$ cat config.mk
export PLATFORM = sky130hd
export DESIGN_NAME = uart_tx
export DESIGN_NICKNAME = d
export VERILOG_FILES = /design/src/rtl/uart_tx.sv
export SDC_FILE = /design/constraint.sdc
export NUM_CORES = 1
export LEC_CHECK = 0
export BUFFER_PORTS_ARGS = -buffer_cell sky130_fd_sc_hd__buf_2
export CAP_MARGIN = 10
export CORE_UTILIZATION = 35
export DETAILED_ROUTE_END_ITERATION = 10
export HOLD_SLACK_MARGIN = 0.15
export PLACE_DENSITY = 0.52
export SLEW_MARGIN = 30
export SYNTH_ARGS = -nofsm -noshare
export SYNTH_HDL_FRONTEND = slang
export SYNTH_SLANG_ARGS = --single-unit
export TNS_END_PERCENT = 20
$ cat constraint.sdc
create_clock -name clk -period 1.5 [get_ports clk]
set_input_delay 0.075 -clock clk [delete_from_list [all_inputs] [get_ports clk]]
set_output_delay 0.075 -clock clk [all_outputs]
set_load 0.01 [all_outputs]
$ cat src/rtl/uart_tx.sv
// UART transmitter: AXI4-Stream byte in, 8N1-style frame out on txd.
// A one-entry hold register lets the next byte load on the last stop cycle, so frames run back-to-back.
module uart_tx #(
    parameter int DATA_BITS    = 8,
    parameter int STOP_BITS    = 1,
    parameter int CLKS_PER_BIT = 8
) (
    input  logic       clk,
    input  logic       resetn,
    input  logic [7:0] s_tdata,
    input  logic       s_tvalid,
    output logic       s_tready,
    output logic       txd,
    output logic       busy
);

    if (CLKS_PER_BIT < 2) begin : g_bad_clks
        $error("uart_tx: CLKS_PER_BIT must be >= 2");
    end
    if (DATA_BITS < 5 || DATA_BITS > 8) begin : g_bad_data
        $error("uart_tx: DATA_BITS must be 5..8");
    end
    if (STOP_BITS < 1 || STOP_BITS > 2) begin : g_bad_stop
        $error("uart_tx: STOP_BITS must be 1..2");
    end

    localparam int CNT_W = $clog2(CLKS_PER_BIT);

    typedef enum logic [1:0] {IDLE, START, DATA, STOP} state_t;

    state_t               state, state_n;
    logic [CNT_W-1:0]     baud_cnt, baud_cnt_n;
    logic [2:0]           bit_idx, bit_idx_n;
    logic [DATA_BITS-1:0] shift, shift_n;
    logic [DATA_BITS-1:0] hold, hold_n;
    logic                 hold_full, hold_full_n;
    logic                 txd_n;
    logic                 last_baud;
    logic                 shifter_free;

    assign s_tready = ~hold_full;
    assign busy     = (state != IDLE) | hold_full;

    always_comb begin
        state_n     = state;
        baud_cnt_n  = baud_cnt;
        bit_idx_n   = bit_idx;
        shift_n     = shift;
        hold_n      = hold;
        hold_full_n = hold_full;
        txd_n       = 1'b1;

        last_baud    = (baud_cnt == CNT_W'(CLKS_PER_BIT - 1));
        shifter_free = (state == IDLE) ||
                       (state == STOP && last_baud && bit_idx == 3'(STOP_BITS - 1));

        unique case (state)
            IDLE: ;
            START: begin
                if (last_baud) begin
                    state_n    = DATA;
                    baud_cnt_n = '0;
                    bit_idx_n  = '0;
                end else begin
                    baud_cnt_n = baud_cnt + CNT_W'(1);
                end
            end
            DATA: begin
                if (last_baud) begin
                    baud_cnt_n = '0;
                    shift_n    = shift >> 1;
                    if (bit_idx == 3'(DATA_BITS - 1)) begin
                        state_n   = STOP;
                        bit_idx_n = '0;
                    end else begin
                        bit_idx_n = bit_idx + 3'd1;
                    end
                end else begin
                    baud_cnt_n = baud_cnt + CNT_W'(1);
                end
            end
            STOP: begin
                if (last_baud) begin
                    baud_cnt_n = '0;
                    if (bit_idx == 3'(STOP_BITS - 1)) begin
                        state_n   = IDLE;
                        bit_idx_n = '0;
                    end else begin
                        bit_idx_n = bit_idx + 3'd1;
                    end
                end else begin
                    baud_cnt_n = baud_cnt + CNT_W'(1);
                end
            end
            default: state_n = IDLE;
        endcase

        // Load overrides the STOP->IDLE exit so the next start bit follows with no gap.
        if (hold_full && shifter_free) begin
            shift_n     = hold;
            hold_full_n = 1'b0;
            state_n     = START;
            baud_cnt_n  = '0;
            bit_idx_n   = '0;
        end

        // Never coincides with a load: a load needs hold_full, a handshake needs ~hold_full.
        if (s_tvalid && !hold_full) begin
            hold_n      = s_tdata[DATA_BITS-1:0];
            hold_full_n = 1'b1;
        end

        // txd is registered, so it is computed from the next state.
        unique case (state_n)
            START:   txd_n = 1'b0;
            DATA:    txd_n = shift_n[0];
            default: txd_n = 1'b1;
        endcase
    end

    always_ff @(posedge clk) begin
        if (!resetn) begin
            state     <= IDLE;
            baud_cnt  <= '0;
            bit_idx   <= '0;
            shift     <= '0;
            hold      <= '0;
            hold_full <= 1'b0;
            txd       <= 1'b1;
        end else begin
            state     <= state_n;
            baud_cnt  <= baud_cnt_n;
            bit_idx   <= bit_idx_n;
            shift     <= shift_n;
            hold      <= hold_n;
            hold_full <= hold_full_n;
            txd       <= txd_n;
        end
    end

endmodule

# Yosys cells after proc, flatten, opt, wreduce, memory -nomap -nowiden
# Index checks and enable logic that the tools add are counted.
# totals
mem_bits_ro	0
latchBits	0
output_inout_bits	3
mem_bits_rw	0
register_bits	26
mem_count	0
word_cells	60
# classes
div	0
add_sub_neg	2
n_reduce_logical	17
mux	20
multipliers	0
magnitude_cmp	0
eq_ne	10
n_bitwise	3
shifts	0
# ops
cell	n
two-way mux 8 bit	3
two-way mux 3 bit	6
two-way mux 2 bit	6
case mux 3 bit (3 select lines)	1
nonzero test 2 bit	4
adder 3 x 1 -> 3 bit, second input constant	2
== test 2 bit, second input constant	3
== test 3 bit, second input constant	2
inequality test 2 bit, second input constant	3
case mux 2 bit (3 select lines)	1
== test 2 x 1 -> 1 bit, second input constant	2
logical AND 1 bit	4
AND reduction 4 bit	1
logical NOT 3 bit	1
nonzero test 3 bit	1
OR reduction 3 bit	1
logical NOT 2 bit	1
two-way mux 1 bit	2
inverter 1 bit	2
case mux 1 bit (2 select lines)	1
AND reduction 2 bit	1
OR reduction 2 bit	1
logical NOT 1 bit	1
logical OR 1 bit	1
OR 1 bit	1

# Longest topological paths before layout
# logic_depth
word_depth	8
depth_mapped	8

# Worst setup path after synthesis
# Ideal clock, no wire load.
# synth_path
path_type	flip-flop to flip-flop
from	register baud_cnt[0]
to	register txd
required_ps	1379
synth_period_minus_slack_ps	1611
arrival_ps	1490
setup_slack_ps	-111
stages_incl_launch_ff	8
path_buffers	1
path_cell_list	dfxtp_1 ha_1 ha_1 buf_2 nand2_1 o31a_1 nand2b_1 mux2_4
# synth_via
elab_chain_len	8
word_cells_on_any_way	16
cone_classes	3 x eq/ne; 9 x mux; 4 x reduce/logical
# synth_lines
element	line	text
from (decl)	32	logic [CNT_W-1:0] baud_cnt, baud_cnt_n;
from (signal assigned)	132	baud_cnt <= baud_cnt_n;
== test 3 bit *	53	last_baud = (baud_cnt == CNT_W'(CLKS_PER_BIT - 1));
parallel branches: the longest is 6 deep, another holds case mux 2 bit (3 select lines)	--	
case mux 1 bit (2 select lines) *	114	unique case (state_n)
to (signal assigned)	137	txd <= txd_n;
to (decl)	13	output logic txd,
# Every way passes the cells marked *. The select of a mux whose other input is x is not followed.
# A chain may end at the register's enable or synchronous reset.

# Final worst setup path
# layout_path
from	register bit_idx[1]
to	register txd
# layout_via
elab_chain_len	7
word_cells_on_any_way	15
cone_classes	3 x eq/ne; 8 x mux; 4 x reduce/logical
# layout_lines
element	line	text
from (decl)	33	logic [2:0] bit_idx, bit_idx_n;
from (signal assigned)	133	bit_idx <= bit_idx_n;
== test 3 bit / logical NOT 3 bit (equally long branches)	72, 55, 85	
two-way mux 2 bit (tied with other cells)	72	if (bit_idx == 3'(DATA_BITS - 1)) begin
two-way mux 2 bit (tied with other cells)	69	if (last_baud) begin
case mux 2 bit (3 select lines) / logical AND 1 bit (equally long branches)	57, 99	
two-way mux 2 bit	99	if (hold_full && shifter_free) begin
== test 2 bit / == test 2 x 1 -> 1 bit (equally long branches)	114	
case mux 1 bit (2 select lines) *	114	
# Mark *: on every way between the ends. The rest lies on a longest branch, timed or not.

==> impl_metrics.toml <==
[outcome]
status = "complete, but fails checks"
violations = "negative setup slack"

[global_routing]
antenna_found_initial = 0
track_usage_pct = 13.6
overflow = 0
grt_pass1_wl_um = 3690
grt_pass1_vias = 834
grt_max_degree = 17

[worst_setup_path]
critPathLaunchType = "flip-flop"
cp.buffers_inverters = 1
setup.worst_path.end_class = "flip-flop"
worst_ep_arrival_time_ns = 1.86
cp_cell_sequence = "inv_2 > ha_4 > or2b_1 > o31a_1 > nand2b_4 > mux2_4"
cpPeakStageDelay_ns = 0.35
critPathKind = "reg2reg"
required_ns = 1.74
crit_family = "simple AND/OR/NAND/NOR gates"
cp_max_fo = 3
slowest_stage = "dfxtp_2"

[die]
coreArea_um2 = 3340
ioPinCount = 14
die-area_um2 = 3750
initial_core_util_pct = 36.8
die_w_um = 61.2
row_count = 21
die_y_um = 61.2

[logic_synthesis]
yosys.area.top_type_share_pct = 42.4
synth_nets = 146
synth.most_common_cell = "dfxtp_1"
syn_area_um2 = 1230
synthCells = 130
synth_commonest_cells = "dfxtp_1, nor2_1, mux2i_1"
yosysWarnings = 0
synth_area_leaders = "dfxtp_1, mux2i_1, nor2_1"
synth_area_per_cell_um2 = 9.44
synth-async-reset-ratio_pct = 0
synth_cell_type_count = 35
synth.largest_area_cell = "dfxtp_1"
synth-seq-cells = 26
yosys_most_used_dff = "dfxtp_1"
synth_edf_count = 0
seq_area_frac_synth_pct = 42.4

[sta]
timing.fmax_ghz = 0.619
hold_ws_ns = 0.483
tightest_slew_ns = 0.476
clock_skew_ns = 0.00367
finalHoldViolations = 0
finalSetupViolations = 10
period_needed_ns = 1.62
rsz0062_at_grt = "yes"
timing.final.ws_setup_ns = -0.115
drv_slew = 0
slew_headroom_pct = 68.2
min_period_over_period_pct = 108

[finish]
antenna_cells = 0
synthToLayoutAreaGrowth_pct = 36.2
utilization_pct = 50.1
nets = 188
drive_above_1_share_pct = 35.7

[clocking]
clk_latency_ns = 0.33
clkTransAtPathRegs_ns = 0.15
cts_tree = "built"
root_buffer = "clkbuf_4"
clock_path_buffers = 2
cts.sinks = 26
htreeDepth = 1
numCtsBuffers = 3

[power_and_ir_drop]
power.leakage_nw = 0.754
power_frac_clock_pct = 33.4
powerDensity_nw_per_um2 = 889
p_switching_mw = 0.358
switching_share_pct = 24.1
peakVddDrop_mv = 0.426
power_frac_seq_pct = 51.3
intPower_mw = 1.13
combinationalPowerShare_pct = 15.2

[placed_design]
portBuffers = 13
place_congestion = 0.784
dp_hpwl_um = 1660
dp_slack_ns = -0.0793

[worst_hold_path]
worstHoldPathType = "reg2reg"

[routing]
avgViaCountPerCell = 4.77
routed-via-count = 1035
antenna_left = 0
wl_per_cell_um = 11.7
drc = 0
wl_um = 2530
drt_iter0_drc = 31
firstDrtPassIters = 4

[run]
drv_cap = 0
through the flow:
step                      std cells  total power [mW]  setup TNS (ns)  area, um2
after global placement          197             0.975         -0.0431       1440
after detailed placement        197             0.979          -0.246       1440
after global routing            217              1.56           -1.00       1670
after floorplan                 130             0.919         -0.0311       1270
after CTS                       215              1.50          -0.333       1630
final                           217              1.49          -0.388       1670
worst paths after layout:
path | startpoint | end | slack (ns) | cells after the start
worst max register to register | bit_idx[1] | txd | -0.12 | 6
worst max-delay path | bit_idx[1] | txd | -0.12 | 6
worst min register to register | baud_cnt[1] | baud_cnt[1] | 0.48 | 2
worst min-delay path | baud_cnt[1] | baud_cnt[1] | 0.48 | 2
flip-flops by register name, indices dropped and copies added (netlist names):
signal / flops
baud_cnt: 3
bit_idx: 3
hold: 8
hold_full: 1
shift: 8
state: 2
txd: 1
cells by family (layout without fill, tap and decap cells):
logic type | Yosys count | count (layout) | synth area share, %
mux | 16 | 16 | 13.5
flops | 26 | 26 | 42.4
simple gates | 45 | 45 | 17.5
compound gates | 24 | 24 | 14.1
buf+inv | 14 | 55 | 7.44
fa+ha+maj | 5 | 5 | 5.10
power by group through the flow:
stage               clock network (mW)  registers (mW)  logic (mW)
floorplan                            0           0.770       0.149
detailed placement                   0           0.777       0.201
global placement                     0           0.777       0.199
CTS                              0.512           0.762       0.222
finish                           0.497           0.762       0.226
global route                     0.538           0.768       0.253
per-layer routing:
metal / global-route usage [%] / part of all wire [%] / vias up
met5: 0 / 0 / -
met4: 7.79 / 0.75 / 0
met3: 1.89 / 2.8 / 2
met2: 19.1 / 45 / 20
met1: 19.7 / 51 / 480
li1: - / - / 533
layout by cell type, fill, tap and decap left out, types with 3 or more instances in the layout:
cell           instances
clkbuf_4               3
o21ai_0                3
nand2_1                8
mux2i_1               15
ha_4                   3
nor2_1                22
inv_2                  3
a21oi_1                6
dfxtp_2                5
dlygate4sd3_1         10
buf_2                 13
buf_4                 21
inv_1                  3
dfxtp_1               21
a211oi_1               7
cell type report:
class | count | area, um2
fill | 345 | 1670
tap | 46 | 57.6
multi-input combinational | 90 | 678
timing repair buffer | 45 | 334
clock inverter | 1 | 30.0
sequential | 26 | 527
inverter | 6 | 22.5
clock buffer | 3 | 22.5
worst register-to-register path: stages (launching register included):
cell and delay (ns):
dfxtp_2 0.35, inv_2 0.07, ha_4 0.13, or2b_1 0.26
o31a_1 0.33, nand2b_4 0.14, mux2_4 0.25
timing repair:
action | 4_1_cts | 5_1_grt
endpoints found under the hold margin | 13 | 0
buffers inserted | 4 | 2
pin swaps | 4 | 2
hold buffers | 10 | 0
gates resized for setup | 4 | 9
endpoints found under the setup margin | 9 | 14
Note: power is estimated with default switching activity, not from simulation.
